### config.mk
export PLATFORM = sky130hd
export DESIGN_NAME = seg_disp_ctrl
export DESIGN_NICKNAME = d
export VERILOG_FILES = /design/src/rtl/seg_disp_pkg.sv /design/src/rtl/seg_disp_ctrl_add3.sv /design/src/rtl/seg_disp_ctrl.sv
export SDC_FILE = /design/constraint.sdc
export NUM_CORES = 1
export LEC_CHECK = 0
export ABC_AREA = 1
export CAP_MARGIN = 20
export CORE_ASPECT_RATIO = 0.8
export CORE_MARGIN = 8
export CORE_UTILIZATION = 40
export CTS_BUF_LIST = sky130_fd_sc_hd__clkbuf_16
export CTS_CLUSTER_DIAMETER = 120
export DETAILED_ROUTE_END_ITERATION = 6
export GPL_TIMING_DRIVEN = 0
export PLACE_DENSITY_LB_ADDON = 0.08
export SLEW_MARGIN = 20
export SYNTH_ARGS = -nofsm -noshare
export SYNTH_HDL_FRONTEND = slang
export SYNTH_HIERARCHICAL = 1
export SYNTH_SLANG_ARGS = --single-unit
### constraint.sdc
create_clock -name clk -period 1.9 [get_ports clk]
set_input_delay 0.475 -clock clk [delete_from_list [all_inputs] [get_ports clk]]
set_output_delay 0.475 -clock clk [all_outputs]
set_load 0.1 [all_outputs]
### src/rtl/seg_disp_pkg.sv
// seg_disp_pkg: shared digit codes and controller state encoding
package seg_disp_pkg;
  localparam logic [3:0] CODE_MINUS = 4'd10;
  localparam logic [3:0] CODE_BLANK = 4'd15;
  typedef enum logic [1:0] {IDLE = 2'd0, SHIFT = 2'd1, FORMAT = 2'd2} state_t;
endpackage

### src/rtl/seg_disp_ctrl_add3.sv
// bcd_add3: double-dabble digit corrector, adds 3 to digits of 5 or more
module bcd_add3 (
  input  logic [3:0] a,
  output logic [3:0] y
);
  assign y = (a >= 4'd5) ? a + 4'd3 : a;
endmodule

### src/rtl/seg_disp_ctrl.sv
// seg_disp_ctrl: binary to signed, blanked seven-segment digit codes via serial double-dabble
module seg_disp_ctrl
  import seg_disp_pkg::*;
#(
  parameter int WIDTH  = 8,
  parameter int DIGITS = 4
) (
  input  logic                  clk,
  input  logic                  rst,
  input  logic                  in_valid,
  output logic                  in_ready,
  input  logic [WIDTH-1:0]      in_data,
  input  logic                  in_signed,
  output logic [4*DIGITS-1:0]   codes,
  output logic                  done,
  output logic                  ovf
);
  localparam int BW = 4 * (DIGITS + 1);
  localparam int CW = $clog2(WIDTH + 1);
  state_t state, state_nx;
  logic [BW-1:0] bcd, bcd_adj;
  logic [WIDTH-1:0] mag;
  logic neg, fmt_ovf;
  logic [CW-1:0] cnt;
  logic [4*DIGITS-1:0] fmt_codes;
  int m;
  assign in_ready = state == IDLE;
  for (genvar g = 0; g <= DIGITS; g++) begin : g_add3
    bcd_add3 u_add3 (.a(bcd[4*g+:4]), .y(bcd_adj[4*g+:4]));
  end
  // state register
  always_ff @(posedge clk or posedge rst)
    if (rst) state <= IDLE;
    else state <= state_nx;
  // next state: one transfer, WIDTH shifts, one format cycle
  always_comb begin
    state_nx = IDLE;
    if (state == IDLE) state_nx = in_valid ? SHIFT : IDLE;
    else if (state == SHIFT) state_nx = (cnt == CW'(1)) ? FORMAT : SHIFT;
  end
  // locate leading digit, decide overflow, and build blanked/signed codes
  always_comb begin
    m = 0;
    for (int i = 0; i < DIGITS; i++) if (bcd[4*i+:4] != 4'd0) m = i;
    fmt_ovf = (bcd[4*DIGITS+:4] != 4'd0) || (neg && m == DIGITS - 1);
    fmt_codes = '0;
    for (int i = 0; i < DIGITS; i++)
      fmt_codes[4*i+:4] = fmt_ovf ? CODE_MINUS :
                          (i <= m) ? bcd[4*i+:4] :
                          (i == m + 1 && neg) ? CODE_MINUS : CODE_BLANK;
  end
  // datapath: latch magnitude, shift through correctors, publish codes at FORMAT
  always_ff @(posedge clk or posedge rst)
    if (rst) begin
      bcd <= '0;
      mag <= '0;
      neg <= 1'b0;
      cnt <= '0;
      codes <= {DIGITS{CODE_BLANK}};
      done <= 1'b0;
      ovf <= 1'b0;
    end else begin
      done <= state == FORMAT;
      if (state == IDLE && in_valid) begin
        neg <= in_signed & in_data[WIDTH-1];
        mag <= (in_signed & in_data[WIDTH-1]) ? ~in_data + 1'b1 : in_data;
        bcd <= '0;
        cnt <= CW'(WIDTH);
      end else if (state == SHIFT) begin
        {bcd, mag} <= {bcd_adj[BW-2:0], mag, 1'b0};
        cnt <= cnt - 1'b1;
      end else if (state == FORMAT) begin
        codes <= fmt_codes;
        ovf <= fmt_ovf;
      end
    end
endmodule

==> results list <==
* Result of the run: finished clean
- CTS Hold Buffers Added: 0
* Startpoint of the lowest-slack register-to-register path: bcd[16]
- Transition time at the pin with the least slew margin: 0.661 ns
- Across all hold checks on the routed design, the worst slack comes to 0.468 ns.
- Sinks on Clock Net: 53
- Counting tap cells, the placed design contains a total of 547 instances.
- The die covers 11400 sq um.
* Max-Cap Viols: 0
- Crit path capture type: primary output
- The path with the worst hold slack has its endpoint at codes[14].
* Biggest fanout along the worst timing path: 2
* Filler cell count: 796
- Clock latency on the worst-skew pair, taken at its later pin, is 0.29 ns.
- HPWL after DPL: 5260 um
- In the final routed layout, each cell accounts on average for 12.8 um.
- Critical path data arrival time: 1.40 ns
- Clock-pin slew of the registers on the worst-case setup and hold paths: 0.07 ns
* Kind of critical path: register to primary output
* Category of cells accounting for the largest share of critical-path delay: buffers and inverters
- Number of nets with antenna violations after routing: 0
* IO Pins: 31
- Relative slew slack: 55.9%
- Cts bufs inserted: 5
* Antenna cells: 0
* # H-tree levels: 2
- Syn Area/Cell: 8.03 sq um
* Count of cells along the worst register-to-register path: 7
- Static timing analysis puts the maximum clock frequency at 534 MHz.
- Synthesis produced 409 cells.
- Clock skew on the completed layout was measured at 0.00694 ns.
- The die is 117 um wide.
- The core region is 7950 sq um.
- The via count of the first global-routing pass is 2610.
- Die height: 97.1 um
* Power Density: 1860 nW/um^2
- Root Buffer Master: clkbuf_16
- From synthesis to final layout, the design area changed by 18.2%.
- After floorplanning, the core was divided into 29 placement rows.
* Final routed DRC violation total: 0
- Global-route total usage across every layer: 12.7%
- The number of buffers and inverters on the critical path is 1.
- The post-route netlist has 24.8% of its cells at a drive strength greater than 1.
- The synthesized netlist occupies a cell area of 3280 sq um.
* Worst hold path class: register to register
- Ordered list of cells on the worst path: clkdlybuf4s15_2
- TritonCTS built the clock tree.
- Summed over all cells, the static leakage comes to 0.00186 uW.
* Fin. max-slew vios: 0
- Final setup violation count: 0
- Setup repair after global routing left no endpoint under its margin.
- Synthesized Nets: 434
- The design draws 7210 uW.
* Number of cells traversed by the worst hold path: 2
- At the end of the flow the core is filled with cells to 48.8%.
* Wire length reported by the detailed router: 7090 um
* Number of antenna violations at the first check in global routing: 0
- The clock passes through at most 2 buffers.
- Initial Utilization: 41.3%
- The congestion estimate from routability-driven global placement came to 0.806.
- Final critical-path share of the clock period: 98.6%
- Total setup buffers inserted after CTS: 0
- End of the worst register-to-register path: codes[10]
- During synthesis, Yosys emitted a total of 6 warnings.
* Max stage delay cell, worst path: clkdlybuf4s15_2
- The first global-routing pass estimated 12400 um of wire.
- Detailed routing inserted a total of 2614 vias.
- The largest single stage delay on the critical path is 0.56 ns.
- Once placement finished, the instance area stood at 3720 sq um.
- The finished cells cover 3880 sq um.
* Vias per cell: 4.71
- First-pass iteration count of the detailed router: 4
- STA classifies the critical path startpoint as a register.
- The setup check on the worst reg-to-reg path leaves a slack of 0.41 ns.
- Data on the critical path is required at its endpoint by 1.42 ns.
* Number of buffers added on ports: 30
* Final hold viol count: 0
- Non-filler instance count after layout: 555
- The critical path starts at codes[2].
- Highest ir drop seen on vdd: 0.943 mV
* Post-layout nets: 471
- Entering global routing, the biggest net connects 54 pins.
- First DRT Iteration DRCs: 151
- Leftover overflow at the end of global routing: 0
* Origin of the worst min-delay path: codes[14]
- Final critical-path required period: 1.87 ns
## cells in the final DEF (no fill, tap or decap), types with 13 or more instances in the layout
cell type and n:
nand2_1 119, inv_1 52, dfrtp_1 37, nor2_1 34
nand3_1 29, o21ai_0 23, o21ai_2 23, clkdlybuf4s15_2 18
dfstp_2 16, ha_1 13
## registers in the layout, indices dropped and copies added, names as in the netlist
signal / flops
state: 2
codes: 16
done: 1
neg: 1
ovf: 1
bcd: 20
cnt: 4
mag: 8
## tightest hold or removal path: stages (launching register included)
cell and delay [ns]:
dfstp_2 0.37, nand2_1 0.05, nand2_1 0.05
## layer usage
metal	part of all wire (%)	GRT usage, %	vias to the layer above
met5	0	0	-
met4	0.54	2.39	0
met3	2.2	2.61	4
met2	46	21.0	17
met1	51	16.9	1230
li1	-	-	1363
## worst max-delay path by stage
stage | endpoint | cells past startpoint
after global placement | bcd[6] | 2
final | codes[2] | 1
after global routing | codes[2] | 1
after floorplan | bcd[0] | 1
after detailed placement | in_ready | 2
after CTS | codes[2] | 1
## power by group
part           total, uW  internal (uW)  switching (uW)
Clock                894            480             414
Sequential          2030           1650             381
Combinational       4280           1420            2860
Total               7210           3550            3660
## cell type report
class	count	area, sq um	share of cell area (%)
well taps	108	135	3.48
repair buffers	30	320	8.25
clock inverters	3	13.8	0.355
plain buffers	7	88.8	2.29
flip-flops and latches	53	1350	34.7
clock buffers	5	125	3.22
inverters	60	235	6.06
multi-input cells	289	1620	41.7
## through the flow
| stage | setup WS [ns] | setup TNS, ns |
|---|---|---|
| finish | 0.0271 | 0 |
| global route | 0.00418 | 0 |
| CTS | 0.00884 | 0 |
| detailed placement | -0.353 | -3.93 |
| global placement | -0.947 | -46.24 |
| floorplan | 0.165 | 0 |
## timing repair
item,4_1_cts,5_1_grt
setup endpoints to repair,19,1
endpoints found under the hold margin,0,0
cloned,0,0
resized for setup,59,1
Note: power is estimated with default switching activity, not from simulation.
